[src/rtl/alu_op_sequencer.sv]
// alu_op_sequencer: issue-side controller for the 32-bit combinational ALU.
// Accepts requests over a valid/ready handshake, decodes the opcode into the
// ALU controls word, drives registered operands, captures result/flags and
// returns them over an output valid/ready handshake.
// Optional feature macro: ALU_SEQ_SUB_EN enables the two-pass SUB opcode (10),
// which negates B on the first pass and adds A on the second. Without it,
// opcode 10 is reported as illegal and the second-pass state does not exist.
module alu_op_sequencer #(
    parameter int DATA_W = 32,
    parameter int CNT_W  = 16
) (
    input  logic              clk,
    input  logic              rst,
    input  logic              in_valid,
    output logic              in_ready,
    input  logic [3:0]        in_op,
    input  logic [DATA_W-1:0] in_a,
    input  logic [DATA_W-1:0] in_b,
    output logic              out_valid,
    input  logic              out_ready,
    output logic [DATA_W-1:0] out_result,
    output logic [2:0]        out_flags,
    output logic              out_err,
    output logic [DATA_W-1:0] alu_a,
    output logic [DATA_W-1:0] alu_b,
    output logic [4:0]        alu_ctrl,
    input  logic [DATA_W-1:0] alu_result,
    input  logic [2:0]        alu_flags,
    output logic [CNT_W-1:0]  op_count
);

    localparam logic [4:0] CTRL_ADD = 5'b00000;
    localparam logic [4:0] CTRL_NEG = 5'b01100;

`ifdef ALU_SEQ_SUB_EN
    typedef enum logic [1:0] {
        ST_IDLE  = 2'd0,
        ST_EXEC  = 2'd1,
        ST_EXEC2 = 2'd2,
        ST_DONE  = 2'd3
    } state_t;
`else
    typedef enum logic [1:0] {
        ST_IDLE  = 2'd0,
        ST_EXEC  = 2'd1,
        ST_DONE  = 2'd3
    } state_t;
`endif

    // Opcode to ALU controls word; illegal opcodes map to ADD so the ALU sees a
    // harmless code while the error response is being presented.
    function automatic logic [4:0] op_ctrl(input logic [3:0] op);
        case (op)
            4'd0:    op_ctrl = 5'b00000;
            4'd1:    op_ctrl = 5'b00001;
            4'd2:    op_ctrl = 5'b00010;
            4'd3:    op_ctrl = 5'b00011;
            4'd4:    op_ctrl = 5'b00111;
            4'd5:    op_ctrl = 5'b01011;
            4'd6:    op_ctrl = 5'b01111;
            4'd7:    op_ctrl = 5'b10000;
            4'd8:    op_ctrl = 5'b00100;
            4'd9:    op_ctrl = 5'b01100;
`ifdef ALU_SEQ_SUB_EN
            4'd10:   op_ctrl = CTRL_NEG;
`endif
            default: op_ctrl = CTRL_ADD;
        endcase
    endfunction

    // True for opcodes the sequencer can execute.
    function automatic logic op_legal(input logic [3:0] op);
`ifdef ALU_SEQ_SUB_EN
        op_legal = (op <= 4'd10);
`else
        op_legal = (op <= 4'd9);
`endif
    endfunction

`ifdef ALU_SEQ_SUB_EN
    // True for the two-pass subtract.
    function automatic logic op_is_sub(input logic [3:0] op);
        op_is_sub = (op == 4'd10);
    endfunction
`endif

    state_t              state_r;
    state_t              state_next_s;
    logic                in_ready_r;
    logic                out_valid_r;
    logic [DATA_W-1:0]   out_result_r;
    logic [2:0]          out_flags_r;
    logic                out_err_r;
    logic [DATA_W-1:0]   alu_a_r;
    logic [DATA_W-1:0]   alu_b_r;
    logic [4:0]          alu_ctrl_r;
    logic [CNT_W-1:0]    op_count_r;
    logic                accept_s;
    logic                consume_s;
`ifdef ALU_SEQ_SUB_EN
    logic [DATA_W-1:0]   a_r;
    logic                sub_r;
`endif

    assign accept_s  = in_valid & in_ready_r;
    assign consume_s = out_valid_r & out_ready;

    // Next-state decode for the issue/execute/respond sequence.
    always_comb begin
        state_next_s = state_r;
        case (state_r)
            ST_IDLE: begin
                if (accept_s) begin
                    if (op_legal(in_op)) begin
                        state_next_s = ST_EXEC;
                    end else begin
                        state_next_s = ST_DONE;
                    end
                end else begin
                    state_next_s = ST_IDLE;
                end
            end
            ST_EXEC: begin
`ifdef ALU_SEQ_SUB_EN
                if (sub_r) begin
                    state_next_s = ST_EXEC2;
                end else begin
                    state_next_s = ST_DONE;
                end
`else
                state_next_s = ST_DONE;
`endif
            end
`ifdef ALU_SEQ_SUB_EN
            ST_EXEC2: begin
                state_next_s = ST_DONE;
            end
`endif
            ST_DONE: begin
                if (consume_s) begin
                    state_next_s = ST_IDLE;
                end else begin
                    state_next_s = ST_DONE;
                end
            end
            default: begin
                state_next_s = ST_IDLE;
            end
        endcase
    end

    // State register; in_ready is registered from the next state so it is
    // high exactly while the FSM sits in IDLE.
    always_ff @(posedge clk) begin
        if (rst) begin
            state_r    <= ST_IDLE;
            in_ready_r <= 1'b1;
        end else begin
            state_r    <= state_next_s;
            in_ready_r <= (state_next_s == ST_IDLE);
        end
    end

    // Operand, ALU-drive, response and counter registers.
    always_ff @(posedge clk) begin
        if (rst) begin
            out_valid_r  <= 1'b0;
            out_result_r <= {DATA_W{1'b0}};
            out_flags_r  <= 3'b000;
            out_err_r    <= 1'b0;
            alu_a_r      <= {DATA_W{1'b0}};
            alu_b_r      <= {DATA_W{1'b0}};
            alu_ctrl_r   <= CTRL_ADD;
            op_count_r   <= {CNT_W{1'b0}};
`ifdef ALU_SEQ_SUB_EN
            a_r          <= {DATA_W{1'b0}};
            sub_r        <= 1'b0;
`endif
        end else begin
            case (state_r)
                ST_IDLE: begin
                    if (accept_s) begin
                        alu_a_r    <= in_a;
                        alu_b_r    <= in_b;
                        alu_ctrl_r <= op_ctrl(in_op);
                        if (op_legal(in_op)) begin
                            out_err_r   <= 1'b0;
                            out_valid_r <= 1'b0;
                        end else begin
                            out_err_r    <= 1'b1;
                            out_result_r <= {DATA_W{1'b0}};
                            out_flags_r  <= 3'b000;
                            out_valid_r  <= 1'b1;
                        end
`ifdef ALU_SEQ_SUB_EN
                        a_r   <= in_a;
                        sub_r <= op_is_sub(in_op);
                        // Pass 1 of SUB computes -B, so A must not reach the ALU yet.
                        if (op_is_sub(in_op)) begin
                            alu_a_r <= {DATA_W{1'b0}};
                        end
`endif
                    end
                end
                ST_EXEC: begin
`ifdef ALU_SEQ_SUB_EN
                    if (sub_r) begin
                        // Feed -B back as the B operand and set up A + (-B).
                        alu_b_r    <= alu_result;
                        alu_a_r    <= a_r;
                        alu_ctrl_r <= CTRL_ADD;
                    end else begin
                        out_result_r <= alu_result;
                        out_flags_r  <= alu_flags;
                        out_err_r    <= 1'b0;
                        out_valid_r  <= 1'b1;
                    end
`else
                    out_result_r <= alu_result;
                    out_flags_r  <= alu_flags;
                    out_err_r    <= 1'b0;
                    out_valid_r  <= 1'b1;
`endif
                end
`ifdef ALU_SEQ_SUB_EN
                ST_EXEC2: begin
                    out_result_r <= alu_result;
                    out_flags_r  <= alu_flags;
                    out_err_r    <= 1'b0;
                    out_valid_r  <= 1'b1;
                end
`endif
                ST_DONE: begin
                    if (consume_s) begin
                        out_valid_r <= 1'b0;
                        op_count_r  <= op_count_r + {{(CNT_W-1){1'b0}}, 1'b1};
                        alu_ctrl_r  <= CTRL_ADD;
                    end
                end
                default: begin
                    out_valid_r <= 1'b0;
                end
            endcase
        end
    end

    assign in_ready   = in_ready_r;
    assign out_valid  = out_valid_r;
    assign out_result = out_result_r;
    assign out_flags  = out_flags_r;
    assign out_err    = out_err_r;
    assign alu_a      = alu_a_r;
    assign alu_b      = alu_b_r;
    assign alu_ctrl   = alu_ctrl_r;
    assign op_count   = op_count_r;

endmodule
[config.mk]
export PLATFORM = sky130hd
export DESIGN_NAME = alu_op_sequencer
export DESIGN_NICKNAME = d
export VERILOG_FILES = /design/src/rtl/alu_op_sequencer.sv
export SDC_FILE = /design/constraint.sdc
export NUM_CORES = 1
export LEC_CHECK = 0
export BUFFER_PORTS_ARGS = -buffer_cell sky130_fd_sc_hd__buf_4
export CORE_MARGIN = 5
export CORE_UTILIZATION = 41
export CTS_CLUSTER_DIAMETER = 40
export CTS_CLUSTER_SIZE = 40
export DETAILED_ROUTE_END_ITERATION = 7
export HOLD_SLACK_MARGIN = 0.08
export PLACE_DENSITY = 0.84
export SETUP_SLACK_MARGIN = 0.15
export SLEW_MARGIN = 25
export SYNTH_ARGS = -nofsm -noshare
export SYNTH_HDL_FRONTEND = slang
export SYNTH_SLANG_ARGS = --single-unit
[constraint.sdc]
create_clock -name clk -period 1.7 [get_ports clk]
set_clock_uncertainty 0.2 [all_clocks]
set_input_delay 0.425 -clock clk [delete_from_list [all_inputs] [get_ports clk]]
set_output_delay 0.425 -clock clk [all_outputs]
set_load 0.05 [all_outputs]
==> reports/qor.csv, run 1 <==
metric;value;unit
Hold Worst Slack;0.0804;ns
Worst EP arrival;1.89;ns
final slew viol count;0;
WL per Instance;24.4;um
initial drt markers;659;
Worst-path clk slew;0.06;ns
area of the core;0.0109;mm2
DPL Wire Length;10.1;mm
Detailed Routing Iterations Pass 1;7;
DR vias;6180;
# clock sinks;125;
Residual DRC;0;
critical path capture point type;register;
commonest non-fill, non-tap cells in the layout;buf_4, nand2_1, dfxtp_2;
io pins;230;
status;finished with violations;
biggest area consumer among synthesized cells;dfxtp_1;
worst path required time;1.82;ns
R2R cell count;5;
total negative slack;-0.522;ns
CP max stage cell;or3_1;
initial core utilization;42.1;%
vias in the first global route;5688;
syn nets;650;
register area share after synthesis;54.3;%
Final GP Congestion;0.846;
dpl cell area;0.00663;mm2
PwrDens;1010;mW/mm2
Hold EP;out_result[6]$_SDFFE_PP0P_;
Syn. warnings;0;
GR Layer Usage met1;29.3;%
Leak;4.26;nW
Final nets;1024;
hold depth;3;
grt met2 use;52.8;%
Max Cap Viol;0;
flop-to-flop setup slack;-0.08;ns
die area;0.0135;mm2
clock tree buffer depth;2;
Final Setup Violations;14;
fraction of layout instances using a drive strength above 1;60.4;%
Slew @ Worst Pin;0.336;ns
WL final;26.0;mm
post-route setup slack;-0.0750;ns
Vias/cell;5.80;
Placed Cells;882;
worst-path maximum fanout;6;
met3 GRT Util;7.26;%
Die H;116;um
TritonCTS Buffers;17;
post-route cell area;0.0101;mm2
global-route wire length before repair;29.8;mm
CTS tree;yes;
gr busiest metal;met2;
Synth area leaders;dfxtp_1, nand2_1, a21oi_1, a22oi_1, nor2_1;
die width;116;um
Post-Syn Area;0.00461;mm2
largest net degree at the start of global routing;74;
Post-Synthesis Cells;538;
Yosys cell types;34;
Area growth, synth to finish;120;%
RSZ-0062 raised after global routing;true;
fin cells;1066;
CP max stage delay;0.38;ns
CP cell instances;buf_4 > and4_4 > nand2_2 > or3_1 > a21oi_1;
fin crit share;104;%
initial antenna violation count;1;
Reg2Reg Capture Point;op_count[12]$_SDFFE_PP0P_;
Yosys top cell area share;54.3;%
Clk Latency, worst-skew pair;0.41;ns
CTS HTree Levels;4;
Root Buffer;clkbuf_16;
Hold Vio Cnt, Final;0;
Antenna Nets Post-Route;0;
gr usage total;28.3;%
num rows;38;
peak supply drop;0.000707;V
worst hold path type;input port to register;
failing checks;negative setup slack;
total grt overflow;0;
dpl ws;-0.0540;ns
fin util;92.6;%
reg2reg start;state_r[1]$_SDFF_PP0_;
IO buf count;229;
Mean Syn Cell Area;8.57;um2
most common cell after layout, fill and taps aside;buf_4;
Slew headroom;77.6;%
Seq cells post-synth;125;
min-delay src;alu_result[6];
min cycle time layout;1.78;ns
max frequency;563;MHz
Power, Total;10.3;mW
crit path kind;register to register;
crit start category;register;
## flip-flops by register name, summed over array words and instances, names as in the netlist
register    count
out_valid       1
state_r         2
alu_ctrl        5
op_count       16
out_result     32
out_err         1
alu_a          32
out_flags       3
alu_b          32
in_ready        1
## worst max-delay path by stage
| stage | startpoint | endpoint | slack [ns] | cells past startpoint |
|---|---|---|---|---|
| finish | state_r[1]$_SDFF_PP0_ | op_count[12]$_SDFFE_PP0P_ | -0.08 | 5 |
| detailed placement | in_op[0] | alu_ctrl[1]$_SDFFE_PP0P_ | -0.05 | 5 |
| floorplan | op_count[3]$_SDFFE_PP0P_ | op_count[13]$_SDFFE_PP0P_ | 0.14 | 5 |
| global placement | in_op[0] | out_result[29]$_SDFFE_PP0P_ | -0.01 | 8 |
| global route | state_r[1]$_SDFF_PP0_ | op_count[10]$_SDFFE_PP0P_ | -0.12 | 5 |
| CTS | state_r[1]$_SDFF_PP0_ | out_result[30]$_SDFFE_PP0P_ | 0.06 | 6 |
## synth_stat cells
library cell,instances
ha_1,5
nor2_1,47
buf_6,1
o21bai_1,1
and3_2,2
and4bb_2,1
nand3_1,10
dfxtp_1,125
buf_2,14
mux2i_1,1
clkbuf_1,15
o21ai_0,10
clkbuf_8,1
or3_1,7
xnor2_1,1
inv_1,3
nand4_1,5
xor2_1,7
nor2b_1,4
a22o_1,1
nand2_1,136
nand2_2,2
and4_1,2
a21oi_1,81
a22oi_1,36
o221ai_1,2
and3_1,1
and4_2,1
dlygate4sd1_1,1
buf_4,9
a221oi_1,1
a21oi_4,1
and2_1,3
and4b_1,1
## critical path, delay by kind of cell (launching register included)
| kind | cells | cell delay (ns) |
|---|---|---|
| buffers and inverters | 1 | 0.13 |
| flip-flops | 1 | 0.37 |
| AND/OR/NAND/NOR | 3 | 0.78 |
| AO/OA/AOI/OAI | 1 | 0.20 |
## cell type report
class / count / area (um2)
Timing Repair Buffer: 396 / 4220
Sequential cell: 125 / 2720
Multi-Input combinational cell: 369 / 2360
Fill cell: 363 / 812
Clock buffer: 23 / 499
Tap cell: 140 / 175
Clock inverter: 9 / 130
Inverter: 3 / 16.3
Antenna cell: 1 / 2.50
## power by group
group          leakage, nW  switching [mW]  internal, mW  total (mW)
clock network        0.305            1.37          2.51        3.88
registers             1.08           0.222          3.16        3.38
logic                 2.88            1.67          1.33        3.00
total                 4.26            3.26          7.00        10.3
## cell families (layout without fill, tap and decap cells)
| group | count (synthesis) | in the layout | synth area share (%) |
|---|---|---|---|
| AOI/OAI and AO/OA | 133 | 133 | 17.0 |
| xor gates and xnor gates | 8 | 8 | 1.52 |
| adders and majority gates | 5 | 5 | 1.36 |
| buffers and inverters | 44 | 431 | 5.19 |
| DFF | 125 | 125 | 54.3 |
| muxes | 1 | 1 | 0.217 |
| other | 0 | 1 | 0 |
| and+or+nand+nor | 222 | 222 | 20.4 |
## metal layers
layer	up-vias	wire, um
li1	2573	-
met1	2983	8690
met2	469	13300
met3	155	2160
met4	0	1880
met5	-	0
## repair_timing
action                                  4_1_cts  5_1_grt
pin swaps                                     1       36
buffers inserted                             13       41
endpoints found under the setup margin      228      173
gates resized for setup                     251      182
hold buffers                                 87        0
gates cloned                                  1        9
endpoints found under the hold margin        87        0
Power figures use the tool's default switching activity.
==> inputs of run 2 (changes only) <==
--- a/config.mk
+++ b/config.mk
@@ -7,12 +7,12 @@
 export LEC_CHECK = 0
 export BUFFER_PORTS_ARGS = -buffer_cell sky130_fd_sc_hd__buf_4
 export CORE_MARGIN = 5
-export CORE_UTILIZATION = 41
+export CORE_UTILIZATION = 35
 export CTS_CLUSTER_DIAMETER = 40
 export CTS_CLUSTER_SIZE = 40
 export DETAILED_ROUTE_END_ITERATION = 7
 export HOLD_SLACK_MARGIN = 0.08
-export PLACE_DENSITY = 0.84
+export PLACE_DENSITY = 0.74
 export SETUP_SLACK_MARGIN = 0.15
 export SLEW_MARGIN = 25
 export SYNTH_ARGS = -nofsm -noshare
==> reports/qor.csv, run 2 (synthesis results as in run 1) <==
metric;value;unit
Clk Latency, worst-skew pair;0.41;ns
Max Cap Viol;0;
Root Buffer;clkbuf_16;
R2R cell count;6;
Hold Vio Cnt, Final;0;
clock tree buffer depth;2;
Worst-path clk slew;0.06;ns
CTS tree;yes;
reg2reg start;state_r[1]$_SDFF_PP0_;
DR vias;5637;
gr usage total;22.3;%
Slew @ Worst Pin;0.315;ns
IO buf count;229;
Detailed Routing Iterations Pass 1;4;
status;finished, final reports clean;
crit path kind;register to register;
post-route setup slack;0.0377;ns
total negative slack;0;ns
Worst EP arrival;1.78;ns
dpl ws;-0.0479;ns
Slew headroom;79.0;%
wire length on met2;10.8;mm
worst hold path type;input port to register;
fin crit share;97.8;%
commonest non-fill, non-tap cells in the layout;buf_4, nand2_1, dfxtp_2;
TritonCTS Buffers;17;
global-route wire length before repair;28.3;mm
largest net degree at the start of global routing;66;
most common cell after layout, fill and taps aside;buf_4;
Top Metal Used;met4;
Antenna Nets Post-Route;0;
worst setup path endpoint;out_flags[0]$_SDFFE_PP0P_;
Die H;125;um
RSZ-0062 raised after global routing;true;
vias in the first global route;5469;
critical path capture point type;register;
area of the core;0.0131;mm2
WL final;20.9;mm
Final GP Congestion;0.827;
Hold Worst Slack;0.103;ns
max frequency;602;MHz
Residual DRC;0;
total grt overflow;0;
Vias/cell;5.05;
diode count;0;
initial antenna violation count;0;
final slew viol count;0;
die width;125;um
flop-to-flop setup slack;0.04;ns
peak supply drop;0.000680;V
min cycle time layout;1.66;ns
CTS HTree Levels;4;
Final nets;1040;
met3 wire len;1.75;mm
WL per Instance;18.7;um
Leak;4.32;nW
Area growth, synth to finish;119;%
num rows;42;
Final Setup Violations;0;
# clock sinks;125;
worst path required time;1.82;ns
Met1 Wirelength;7.49;mm
DPL Wire Length;9.95;mm
die area;0.0156;mm2
worst-path maximum fanout;18;
fraction of layout instances using a drive strength above 1;54.0;%
io pins;230;
PwrDens;1000;mW/mm2
initial core utilization;35.2;%
Reg2Reg Capture Point;out_flags[0]$_SDFFE_PP0P_;
initial drt markers;419;
crit path from;state_r[1]$_SDFF_PP0_;
crit start category;register;
fin util;77.1;%
-- run 2: cell types whose count changed in the layout (fill, tap and decap cells not counted), moves of 4 or more --
| cell | change |
|---|---|
| buf_6 | -14 |
| buf_4 | +4 |
| nand2_1 | +11 |
| a22oi_1 | +22 |
| a22oi_2 | -22 |
| a21oi_1 | +17 |
| dlygate4sd3_1 | +12 |
| nand2_2 | -4 |
| a21oi_2 | -16 |
| nand2_4 | -7 |
| dfxtp_4 | -4 |
| buf_8 | +12 |
| dfxtp_2 | +4 |
-- run 2: routing by layer --
| metal | vias to the layer above | track usage, % |
|---|---|---|
| li1 | 2607 | - |
| met2 | 303 | 39.2 |
| met1 | 2656 | 24.0 |
| met5 | - | 0 |
| met3 | 71 | 8.45 |
| met4 | 0 | 9.28 |
-- run 2: metrics by stage --
stage | power (mW) | instance area, um2 | cells
3_3_place_gp | 5.25 | 6700 | 921
3_5_place_dp | 5.27 | 6700 | 921
2_1_floorplan | 4.56 | 4770 | 538
5_1_grt | 10.4 | 10100 | 1116
6_report | 10.1 | 10100 | 1116
4_1_cts | 9.60 | 9270 | 1074
-- run 2: worst min-delay path by stage --
stage                                   from                       end  slack (ns)  depth (start not counted)
finish                                   rst     state_r[1]$_SDFF_PP0_        0.10                          2
CTS                                      rst      out_err$_SDFFE_PP0P_        0.09                          2
floorplan                           in_a[13]    alu_a[13]$_SDFFE_PP0N_        0.36                          2
global placement       alu_a[9]$_SDFFE_PP0N_     alu_a[9]$_SDFFE_PP0N_        0.24                          2
detailed placement  alu_ctrl[4]$_SDFFE_PP0P_  alu_ctrl[4]$_SDFFE_PP0P_        0.25                          2
global route                             rst     state_r[1]$_SDFF_PP0_        0.10                          2
-- run 2: repair_timing --
item	CTS	global route
gates resized for setup	279	94
endpoints found under the setup margin	236	204
setup buffers	23	34
pin swaps	1	10
gates cloned	0	8
hold buffers	99	0
hold endpoints to repair	99	0
-- run 2: where the power goes --
| part | leakage [nW] | switching, mW | internal (mW) |
|---|---|---|---|
| clock network | 0.310 | 1.36 | 2.53 |
| logic | 2.93 | 1.52 | 1.32 |
| registers | 1.08 | 0.201 | 3.16 |
-- run 2: worst max-delay path: stages (launching register included) --
cell and delay, ns:
dfxtp_4 0.37, buf_6 0.13, and4b_1 0.22, a21oi_4 0.21
buf_12 0.19, a22oi_1 0.08, nor2_1 0.16
-- run 2: area by class of cell --
class	instances	area, um2
timing repair buffer	412	4450
sequential	125	2710
clock buffer	20	489
multi-input combinational	369	2060
fill	740	2990
inverter	3	16.3
tap	176	220
clock inverter	11	151
